**src/rtl/io_input_responder.sv**
```systemverilog
// io_input_responder: responder for the CPU IN instruction.
// Collects up to MAX_DIGITS decimal digits from the board switches and
// confirm button, echoes them, and returns the binary value with an ack.
//
// Ports:
//   clk, reset        system clock, async active-high reset
//   in_req            CPU IN pending (level, held until in_ack)
//   switch_data[3:0]  board data switches (asynchronous)
//   confirm_btn       board push-button (asynchronous, active-high)
//   in_ack            one-cycle pulse, in_data valid
//   in_data[31:0]     zero-extended entered value, held until next ack
//   digit_uni/dez/cen echo of entered digits
//   waiting           high while collecting digits
//   digit_err         one-cycle pulse on a rejected switch value
module io_input_responder #(
    parameter int          MAX_DIGITS      = 3,
    parameter int          DEBOUNCE_CYCLES = 4,
    parameter logic [3:0]  ENTER_CODE      = 4'hA
) (
    input  logic        clk,
    input  logic        reset,
    input  logic        in_req,
    input  logic [3:0]  switch_data,
    input  logic        confirm_btn,
    output logic        in_ack,
    output logic [31:0] in_data,
    output logic [3:0]  digit_uni,
    output logic [3:0]  digit_dez,
    output logic [3:0]  digit_cen,
    output logic        waiting,
    output logic        digit_err
);

    localparam int DCW = $clog2(DEBOUNCE_CYCLES + 1);
    localparam logic [DCW-1:0] DB_LAST  = DCW'(DEBOUNCE_CYCLES - 1);
    localparam logic [1:0]     CNT_LAST = 2'(MAX_DIGITS - 1);

    typedef enum logic [1:0] {
        IDLE,
        COLLECT,
        ACK,
        RELEASE
    } state_t;

    state_t         state_q, state_d;
    logic [3:0]     sw_s1_q, sw_s1_d;
    logic [3:0]     sw_s2_q, sw_s2_d;
    logic           btn_s1_q, btn_s1_d;
    logic           btn_s2_q, btn_s2_d;
    logic           filt_q, filt_d;
    logic           filt_prev_q, filt_prev_d;
    logic [DCW-1:0] db_cnt_q, db_cnt_d;
    logic [9:0]     acc_q, acc_d;
    logic [1:0]     count_q, count_d;
    logic [3:0]     uni_q, uni_d;
    logic [3:0]     dez_q, dez_d;
    logic [3:0]     cen_q, cen_d;
    logic [9:0]     in_data_q, in_data_d;
    logic           in_ack_q, in_ack_d;
    logic           waiting_q, waiting_d;
    logic           digit_err_q, digit_err_d;

    logic           press;
    logic           is_digit;
    logic [9:0]     acc_next;

    always_comb begin
        state_d     = state_q;
        sw_s1_d     = switch_data;
        sw_s2_d     = sw_s1_q;
        btn_s1_d    = confirm_btn;
        btn_s2_d    = btn_s1_q;
        filt_d      = filt_q;
        filt_prev_d = filt_q;
        db_cnt_d    = db_cnt_q;
        acc_d       = acc_q;
        count_d     = count_q;
        uni_d       = uni_q;
        dez_d       = dez_q;
        cen_d       = cen_q;
        in_data_d   = in_data_q;
        in_ack_d    = 1'b0;
        digit_err_d = 1'b0;

        // Filtered level flips only after DEBOUNCE_CYCLES samples in a row
        // that disagree with it; any agreeing sample restarts the count.
        if (btn_s2_q == filt_q) begin
            db_cnt_d = '0;
        end else if (db_cnt_q == DB_LAST) begin
            filt_d   = btn_s2_q;
            db_cnt_d = '0;
        end else begin
            db_cnt_d = db_cnt_q + 1'b1;
        end

        press    = filt_q & ~filt_prev_q;
        is_digit = (sw_s2_q <= 4'd9);
        // acc*10 + d; 999 max so 10 bits never overflow
        acc_next = (acc_q << 3) + (acc_q << 1) + {6'b0, sw_s2_q};

        unique case (state_q)
            IDLE: begin
                if (in_req) begin
                    state_d = COLLECT;
                    acc_d   = '0;
                    count_d = '0;
                    uni_d   = '0;
                    dez_d   = '0;
                    cen_d   = '0;
                end
            end
            COLLECT: begin
                // Abort wins over a press in the same cycle
                if (!in_req) begin
                    state_d = IDLE;
                end else if (press) begin
                    if (is_digit) begin
                        acc_d   = acc_next;
                        cen_d   = dez_q;
                        dez_d   = uni_q;
                        uni_d   = sw_s2_q;
                        count_d = count_q + 2'd1;
                        if (count_q == CNT_LAST) begin
                            state_d   = ACK;
                            in_ack_d  = 1'b1;
                            in_data_d = acc_next;
                        end
                    end else if (sw_s2_q == ENTER_CODE && count_q != 2'd0) begin
                        state_d   = ACK;
                        in_ack_d  = 1'b1;
                        in_data_d = acc_q;
                    end else begin
                        digit_err_d = 1'b1;
                    end
                end
            end
            ACK: begin
                state_d = RELEASE;
            end
            RELEASE: begin
                // Wait for the CPU to drop the request so it cannot retrigger
                if (!in_req) begin
                    state_d = IDLE;
                end
            end
        endcase

        waiting_d = (state_d == COLLECT);
    end

    always_ff @(posedge clk or posedge reset) begin
        if (reset) begin
            state_q     <= IDLE;
            sw_s1_q     <= '0;
            sw_s2_q     <= '0;
            btn_s1_q    <= 1'b0;
            btn_s2_q    <= 1'b0;
            filt_q      <= 1'b0;
            filt_prev_q <= 1'b0;
            db_cnt_q    <= '0;
            acc_q       <= '0;
            count_q     <= '0;
            uni_q       <= '0;
            dez_q       <= '0;
            cen_q       <= '0;
            in_data_q   <= '0;
            in_ack_q    <= 1'b0;
            waiting_q   <= 1'b0;
            digit_err_q <= 1'b0;
        end else begin
            state_q     <= state_d;
            sw_s1_q     <= sw_s1_d;
            sw_s2_q     <= sw_s2_d;
            btn_s1_q    <= btn_s1_d;
            btn_s2_q    <= btn_s2_d;
            filt_q      <= filt_d;
            filt_prev_q <= filt_prev_d;
            db_cnt_q    <= db_cnt_d;
            acc_q       <= acc_d;
            count_q     <= count_d;
            uni_q       <= uni_d;
            dez_q       <= dez_d;
            cen_q       <= cen_d;
            in_data_q   <= in_data_d;
            in_ack_q    <= in_ack_d;
            waiting_q   <= waiting_d;
            digit_err_q <= digit_err_d;
        end
    end

    assign in_ack    = in_ack_q;
    assign in_data   = {22'b0, in_data_q};
    assign digit_uni = uni_q;
    assign digit_dez = dez_q;
    assign digit_cen = cen_q;
    assign waiting   = waiting_q;
    assign digit_err = digit_err_q;

endmodule

```
**config.mk**
```make
export PLATFORM = sky130hd
export DESIGN_NAME = io_input_responder
export DESIGN_NICKNAME = d
export VERILOG_FILES = /design/src/rtl/io_input_responder.sv
export SDC_FILE = /design/constraint.sdc
export NUM_CORES = 1
export LEC_CHECK = 0
export CORE_MARGIN = 2
export CORE_UTILIZATION = 51
export CTS_BUF_LIST = sky130_fd_sc_hd__clkbuf_4 sky130_fd_sc_hd__clkbuf_8 sky130_fd_sc_hd__clkbuf_16
export DETAILED_ROUTE_END_ITERATION = 6
export PLACE_DENSITY = 0.81
export SLEW_MARGIN = 20
export SYNTH_ARGS = -nofsm -noshare
export SYNTH_HDL_FRONTEND = slang
export SYNTH_SLANG_ARGS = --single-unit
```
**constraint.sdc**
```tcl
create_clock -name clk -period 3.77 [get_ports clk]
set_clock_uncertainty 0.1 [all_clocks]
set_input_delay 0.754 -clock clk [delete_from_list [all_inputs] [get_ports clk]]
set_output_delay 0.754 -clock clk [all_outputs]
set_load 0.01 [all_outputs]
```
==> run_results.csv, run 1 <==
group,metric,value,unit
synthesis,synth_area_per_cell,11.7,µm²
synthesis,ys_seq_area_frac,0.498,
finish,antennaDiodeCount,0,
setup_path,endpoint_kind,"flop",
clocking,ctsRootBufferMaster,"clkbuf_8",
pwr,total_power,0.00122,W
detailed_routing,post_drt_wl_per_cell,13.6,µm
clocking,cts_tree,"built",
finish,nets,288,
setup_path,worstPathRequired,3.87,ns
sta,slew_viol_final,0,
synthesis,synthCells,228,
synthesis,synth_edf_count,0,
synthesis,synth_area,2670,µm²
clocking,clock_sinks,53,
pwr,pwr-share-seq,0.534,
detailed_routing,drt-total-wl,4500,µm
placed_design,place_congestion,0.802,
detailed_routing,drc,0,
global_route,grt_max_degree,54,
floorplanning,rows,26,
synthesis,synth-seq-cells,53,
synthesis,synth.distinct_cells,44,
pwr,p_per_area,403,nW/µm²
setup_path,critical_path.startpoint_type,"flop",
detailed_routing,dr.pass1.iters,4,
clocking,cts-hold-fix-buffers,0,
clocking,worstSkewPairLatency,0.31,ns
finish,drive_above_1_share,0.0840,
sta,relSlewSlack,0.415,
setup_path,critical_path_peak_fanout,5,
sta,setup-tns-final,0,ns
placed_design,io_buffers,32,
hold_path,hp-class,"flop to flop",
detailed_routing,ant_nets,0,
placed_design,hpwl,3240,µm
outcome,outcome,"completed",
synthesis,synth_flop_cell,"dfrtp_1",
pwr,cell_internal_pwr,0.000867,W
sta,finalSetupViolCount,0,
floorplanning,core-area,5070,µm²
finish,fin_util,0.598,
floorplanning,io_pins,55,
floorplanning,start_util,0.525,
setup_path,slowest_stage,"fa_1",
floorplanning,die_w,76.3,µm
detailed_routing,via_per_inst,5.07,
synthesis,synthArstFlopShare,1.00,
sta,finalCritPeriodShare,0.747,
global_route,gr-total-overflow,0,
setup_path,path_cells,"inv_1 > fa_1 > inv_1 > fa_1 > a211oi_1 > o21bai_1 > or3_1 > a32oi_1 > a21oi_1",
setup_path,cpPeakStageDelay,0.53,ns
setup_path,worstSetupPathType,"flop to flop",
clocking,clkTransAtPathRegs,0.10,ns
global_route,first_global_vias,1671,
sta,finalCriticalPeriod,2.82,ns
global_route,antenna_found_initial,0,
detailed_routing,drtIter0Drc,66,
clocking,postCtsSetupBuffers,0,
sta,rsz0062_at_grt,"false",
detailed_routing,routed-via-count,1684,
global_route,grt_usage,0.165,
floorplanning,die_h,76.3,µm
sta,tightestPinTransition,0.876,ns
pwr,ir_drop,0.259,mV
floorplanning,dieArea,5820,µm²
clocking,cts_max_path_buffers,2,
pwr,p_switching,0.000357,W
clocking,cts_resized,0,
pwr,power.leakage,1.49,nW
clocking,cts_buffers,5,
finish,fillCellCount,440,
run,maxCapViolations,0,
sta,final_hold_viol_count,0,
clocking,ctsHtreeMaxLevel,2,
synthesis,ys_warn_count,0,
setup_path,arrival,2.92,ns
pwr,p_sw_frac,0.292,
sta,fmax,355,MHz
finish,syn2layout_area_growth,13.9,%
global_route,grt_pass1_wl,7810,µm
pwr,pwr-share-comb,0.191,
pwr,clkPwrFrac,0.275,
layer usage:
| metal | wire length, µm | GRT usage | share of wire |
|---|---|---|---|
| met3 | 158 | 0.0391 | 0.035 |
| met2 | 2190 | 0.274 | 0.49 |
| met4 | 57 | 0.0455 | 0.013 |
| met1 | 2100 | 0.219 | 0.47 |
| met5 | 0 | 0 | 0 |
synth_stat cells (2+ instances only):
cell type	number	area (µm²)
fa_1	2	40.0
and2_1	3	18.8
inv_1	10	37.5
o21ai_2	2	17.5
o21bai_1	2	15.0
xnor2_1	4	35.0
ha_1	17	213
buf_4	24	180
a21oi_1	7	35.0
nor2_1	3	11.3
dfrtp_1	53	1330
xor2_1	5	43.8
nor3_1	3	15.0
o21ai_0	11	55.1
nand2_1	18	67.6
nor2b_1	4	25.0
o21ai_1	5	25.0
a22o_1	17	149
nand3_1	2	10.0
buf_6	3	33.8
a211oi_1	2	15.0
mux2i_1	7	70.1
nand2_2	2	12.5
a21o_1	2	15.0
area by class of cell:
class	count	area (µm²)	area share
clock inverters	2	13.8	0.00453
flip-flops and latches	53	1330	0.437
well taps	70	87.6	0.0289
multi-input cells	158	1160	0.381
clock buffers	6	82.6	0.0272
repair buffers	32	320	0.106
inverters	11	47.5	0.0157
sequential cells by signal (all words and copies together), names as in the netlist, 3 cells and up:
signal	cells
acc_q	10
db_cnt_q	3
digit_cen	4
digit_dez	4
digit_uni	3
in_data_q	10
sw_s1_q	4
sw_s2_q	4
metrics by stage:
step                      worst slack, ns  cell area, µm²  hold slack, ns  instances
final                               0.953            3040           0.255        332
after global routing                0.760            3040           0.269        332
after CTS                           0.940            3030           0.258        332
after detailed placement            0.989            2940           0.236        324
after global placement               1.06            2940           0.232        324
after floorplan                      1.14            2740           0.231        249
critical path: cells and delay by family (launching register included):
kind	cells	cell delay, ns
AND/OR/NAND/NOR	1	0.32
adder cells (fa/ha/maj)	2	1.01
flip-flops	1	0.44
AO/OA/AOI/OAI	4	0.68
buffers and inverters	2	0.17
worst paths after layout:
| check | start | end | slack [ns] | cells after the start |
|---|---|---|---|---|
| min reg2reg | sw_s1_q[2] | sw_s2_q[2] | 0.26 | 0 |
| min in group asynchronous | reset | digit_uni[3] | 0.82 | 2 |
| max reg2reg | acc_q[0] | in_data_q[8] | 0.95 | 9 |
| max in group asynchronous | reset | in_data_q[2] | 2.23 | 2 |
| max | acc_q[0] | in_data_q[8] | 0.95 | 9 |
| min | sw_s1_q[2] | sw_s2_q[2] | 0.26 | 0 |
placed cells by master (no fill, tap or decap), drive strengths merged, types with 2 or more instances in the layout:
cell / count
o21bai: 2
nor2: 4
fa: 2
clkinv: 4
nand2: 20
nor3: 3
clkbuf: 6
a21oi: 7
clkdlybuf4s50: 32
ha: 17
o21ai: 18
nand3: 2
a211oi: 2
xor2: 5
a21o: 3
and2: 3
a22o: 17
xnor2: 4
nor2b: 4
inv: 9
dfrtp: 53
mux2i: 7
conb: 22
power by group through the flow:
stage                     clock network, W  logic (W)  registers (W)
after floorplan                          0   0.000189       0.000660
after global placement                   0   0.000229       0.000663
after detailed placement                 0   0.000235       0.000665
after CTS                         0.000343   0.000236       0.000654
after global routing              0.000369   0.000268       0.000661
final                             0.000337   0.000233       0.000654
cell families (layout without fill, tap and decap cells):
logic type / count (synthesis) / in the layout / synth area share
buf+inv: 38 / 51 / 0.0977
other cells: 1 / 22 / 0.00141
fa+ha+maj: 19 / 19 / 0.0948
xor+xnor: 9 / 9 / 0.0296
flops: 53 / 53 / 0.498
compound gates: 57 / 57 / 0.158
mux: 8 / 8 / 0.0305
simple gates: 43 / 43 / 0.0906
(Power assumes the default switching activity.)
==> run 2, diff against run 1 <==
==> constraint.sdc (replaced) <==
create_clock -name clk -period 2.85 [get_ports clk]
set_clock_uncertainty 0.1 [all_clocks]
set_input_delay 0.57 -clock clk [delete_from_list [all_inputs] [get_ports clk]]
set_output_delay 0.57 -clock clk [all_outputs]
set_load 0.01 [all_outputs]
==> run 2 against run 1 <==
Clock power up 38%. Critical path depth unchanged. Sequential power increased by 32%. Die area did not move. Hold slack worse by 0.0020 ns. Sequential share of layout area is 0.74 points lower. Register-to-register slack got worse by 0.79 ns. Sequential cell count is the same. Critical path type unchanged.
==> run_results.csv, run 2 (synthesized netlist as in run 1, its figures left out) <==
group,metric,value,unit
outcome,outcome,"completed",
finish,nets,293,
pwr,clkPwrFrac,0.281,
floorplanning,dieArea,5820,µm²
sta,tightestPinTransition,0.567,ns
placed_design,dp_slack,0.0851,ns
floorplanning,die_h,76.3,µm
setup_path,critical_path_peak_fanout,4,
detailed_routing,drc,0,
detailed_routing,via_per_inst,5.21,
finish,top_regs,"acc_q (10), in_data_q (10)",
global_route,grt_max_degree,24,
setup_path,slowest_stage,"fa_1",
global_route,first_global_vias,1689,
sta,slew_viol_final,0,
hold_path,hp-class,"flop to flop",
clocking,cts_tree,"built",
setup_path,arrival,2.79,ns
floorplanning,io_pins,55,
setup_path,cp_common_cell,"inv_1",
pwr,pwr-share-seq,0.522,
setup_path,worstPathRequired,2.95,ns
finish,final_common_cell,"dfrtp_1",
detailed_routing,drt-total-wl,4730,µm
clocking,ctsRootBufferMaster,"clkbuf_8",
detailed_routing,drtIter0Drc,114,
finish,antennaDiodeCount,0,
pwr,p_per_area,537,nW/µm²
sta,finalSetupViolCount,0,
floorplanning,die_w,76.3,µm
clocking,cts_buffers,5,
pwr,total_power,0.00166,W
global_route,antenna_found_initial,0,
sta,setup_ws,0.159,ns
floorplanning,core-area,5070,µm²
placed_design,hpwl,3510,µm
clocking,clock_sinks,53,
detailed_routing,post_drt_wl_per_cell,14.0,µm
setup_path,critPathBufInv,2,
global_route,grt_usage,0.164,
clocking,ctsHtreeMaxLevel,2,
clocking,cts_max_path_buffers,2,
sta,rsz0062_at_grt,"false",
sta,relSlewSlack,0.622,
pwr,pwr-share-comb,0.197,
detailed_routing,ant_nets,0,
pwr,p_switching,0.000475,W
sta,finalCriticalPeriod,2.69,ns
clocking,cts-hold-fix-buffers,0,
pwr,p_sw_frac,0.286,
pwr,ir_drop,0.384,mV
detailed_routing,routed-via-count,1756,
sta,fmax,372,MHz
sta,finalCritPeriodShare,0.944,
floorplanning,start_util,0.525,
detailed_routing,dr.pass1.iters,4,
finish,drive_above_1_share,0.109,
placed_design,io_buffers,32,
finish,layout_common_cells,"53 x dfrtp_1, 32 x clkdlybuf4s50_1, 22 x conb_1",
clocking,clkTransAtPathRegs,0.10,ns
pwr,power.leakage,1.52,nW
setup_path,path_cells,"inv_1 > fa_1 > inv_1 > fa_2 > a211oi_2 > o21bai_1 > or3_1 > a32oi_1 > a21oi_1",
sta,setup-tns-final,0,ns
setup_path,critPathTopFamily,"adder cells",
setup_path,worstSetupPathType,"flop to flop",
run,maxCapViolations,0,
pwr,cell_internal_pwr,0.00118,W
setup_path,cpPeakStageDelay,0.51,ns
setup_path,endpoint_kind,"flop",
floorplanning,rows,26,
sta,final_hold_viol_count,0,
global_route,grt_pass1_wl,7770,µm
clocking,worstSkewPairLatency,0.30,ns
placed_design,place_congestion,0.822,
finish,syn2layout_area_growth,15.9,%
setup_path,critical_path.startpoint_type,"flop",
global_route,gr-total-overflow,0,
-- run 2: cell type report --
cell class	instances	area (µm²)
clock buffer	7	96.3
clock inverter	1	8.76
fill	432	1990
inverter	11	46.3
multi-input combinational	158	1160
sequential	53	1330
tap	70	87.6
timing repair buffer	37	358
-- run 2: final timing paths --
| path | start | to | slack, ns | depth (start not counted) |
|---|---|---|---|---|
| min | sw_s1_q[2] | sw_s2_q[2] | 0.25 | 0 |
| max in group asynchronous | reset | waiting | 1.58 | 3 |
| max reg2reg | sw_s2_q[3] | in_data_q[8] | 0.16 | 9 |
| min reg2reg | sw_s1_q[2] | sw_s2_q[2] | 0.25 | 0 |
| min in group asynchronous | reset | digit_dez[1] | 0.47 | 2 |
| max | sw_s2_q[3] | in_data_q[8] | 0.16 | 9 |
-- run 2: per-stage QoR --
step | std cells | hold WS, ns | area [µm²] | utilization
4_1_cts | 336 | 0.255 | 3070 | 0.606
5_1_grt | 337 | 0.265 | 3090 | 0.608
2_1_floorplan | 249 | 0.231 | 2740 | -
3_5_place_dp | 328 | 0.235 | 2970 | 0.585
3_3_place_gp | 328 | 0.234 | 2970 | 0.585
6_report | 337 | 0.253 | 3090 | 0.608
-- run 2: metal layers --
| layer | vias up | wire (µm) | GRT usage |
|---|---|---|---|
| li1 | 830 | - | - |
| met1 | 879 | 2050 | 0.209 |
| met2 | 42 | 2430 | 0.284 |
| met3 | 5 | 193 | 0.0367 |
| met4 | 0 | 55 | 0.0400 |
| met5 | - | 0 | 0 |
-- run 2: worst reg2reg max path: stages, from the launching register on --
cell and delay, ns:
dfrtp_1 0.40, inv_1 0.11, fa_1 0.51, inv_1 0.07
fa_2 0.43, a211oi_2 0.24, o21bai_1 0.13, or3_1 0.32
a32oi_1 0.21, a21oi_1 0.09
-- run 2: power by group through the flow --
stage	logic (W)	registers, W	clock network, W
6_report	0.000327	0.000864	0.000466
5_1_grt	0.000366	0.000873	0.000504
4_1_cts	0.000327	0.000864	0.000471
3_5_place_dp	0.000324	0.000880	0
3_3_place_gp	0.000312	0.000876	0
2_1_floorplan	0.000251	0.000873	0
-- run 2: what timing repair did --
action,in CTS,in global routing
hold endpoints to repair,0,0
resized for setup,0,2
endpoints found under the setup margin,0,1
buffers inserted,0,1
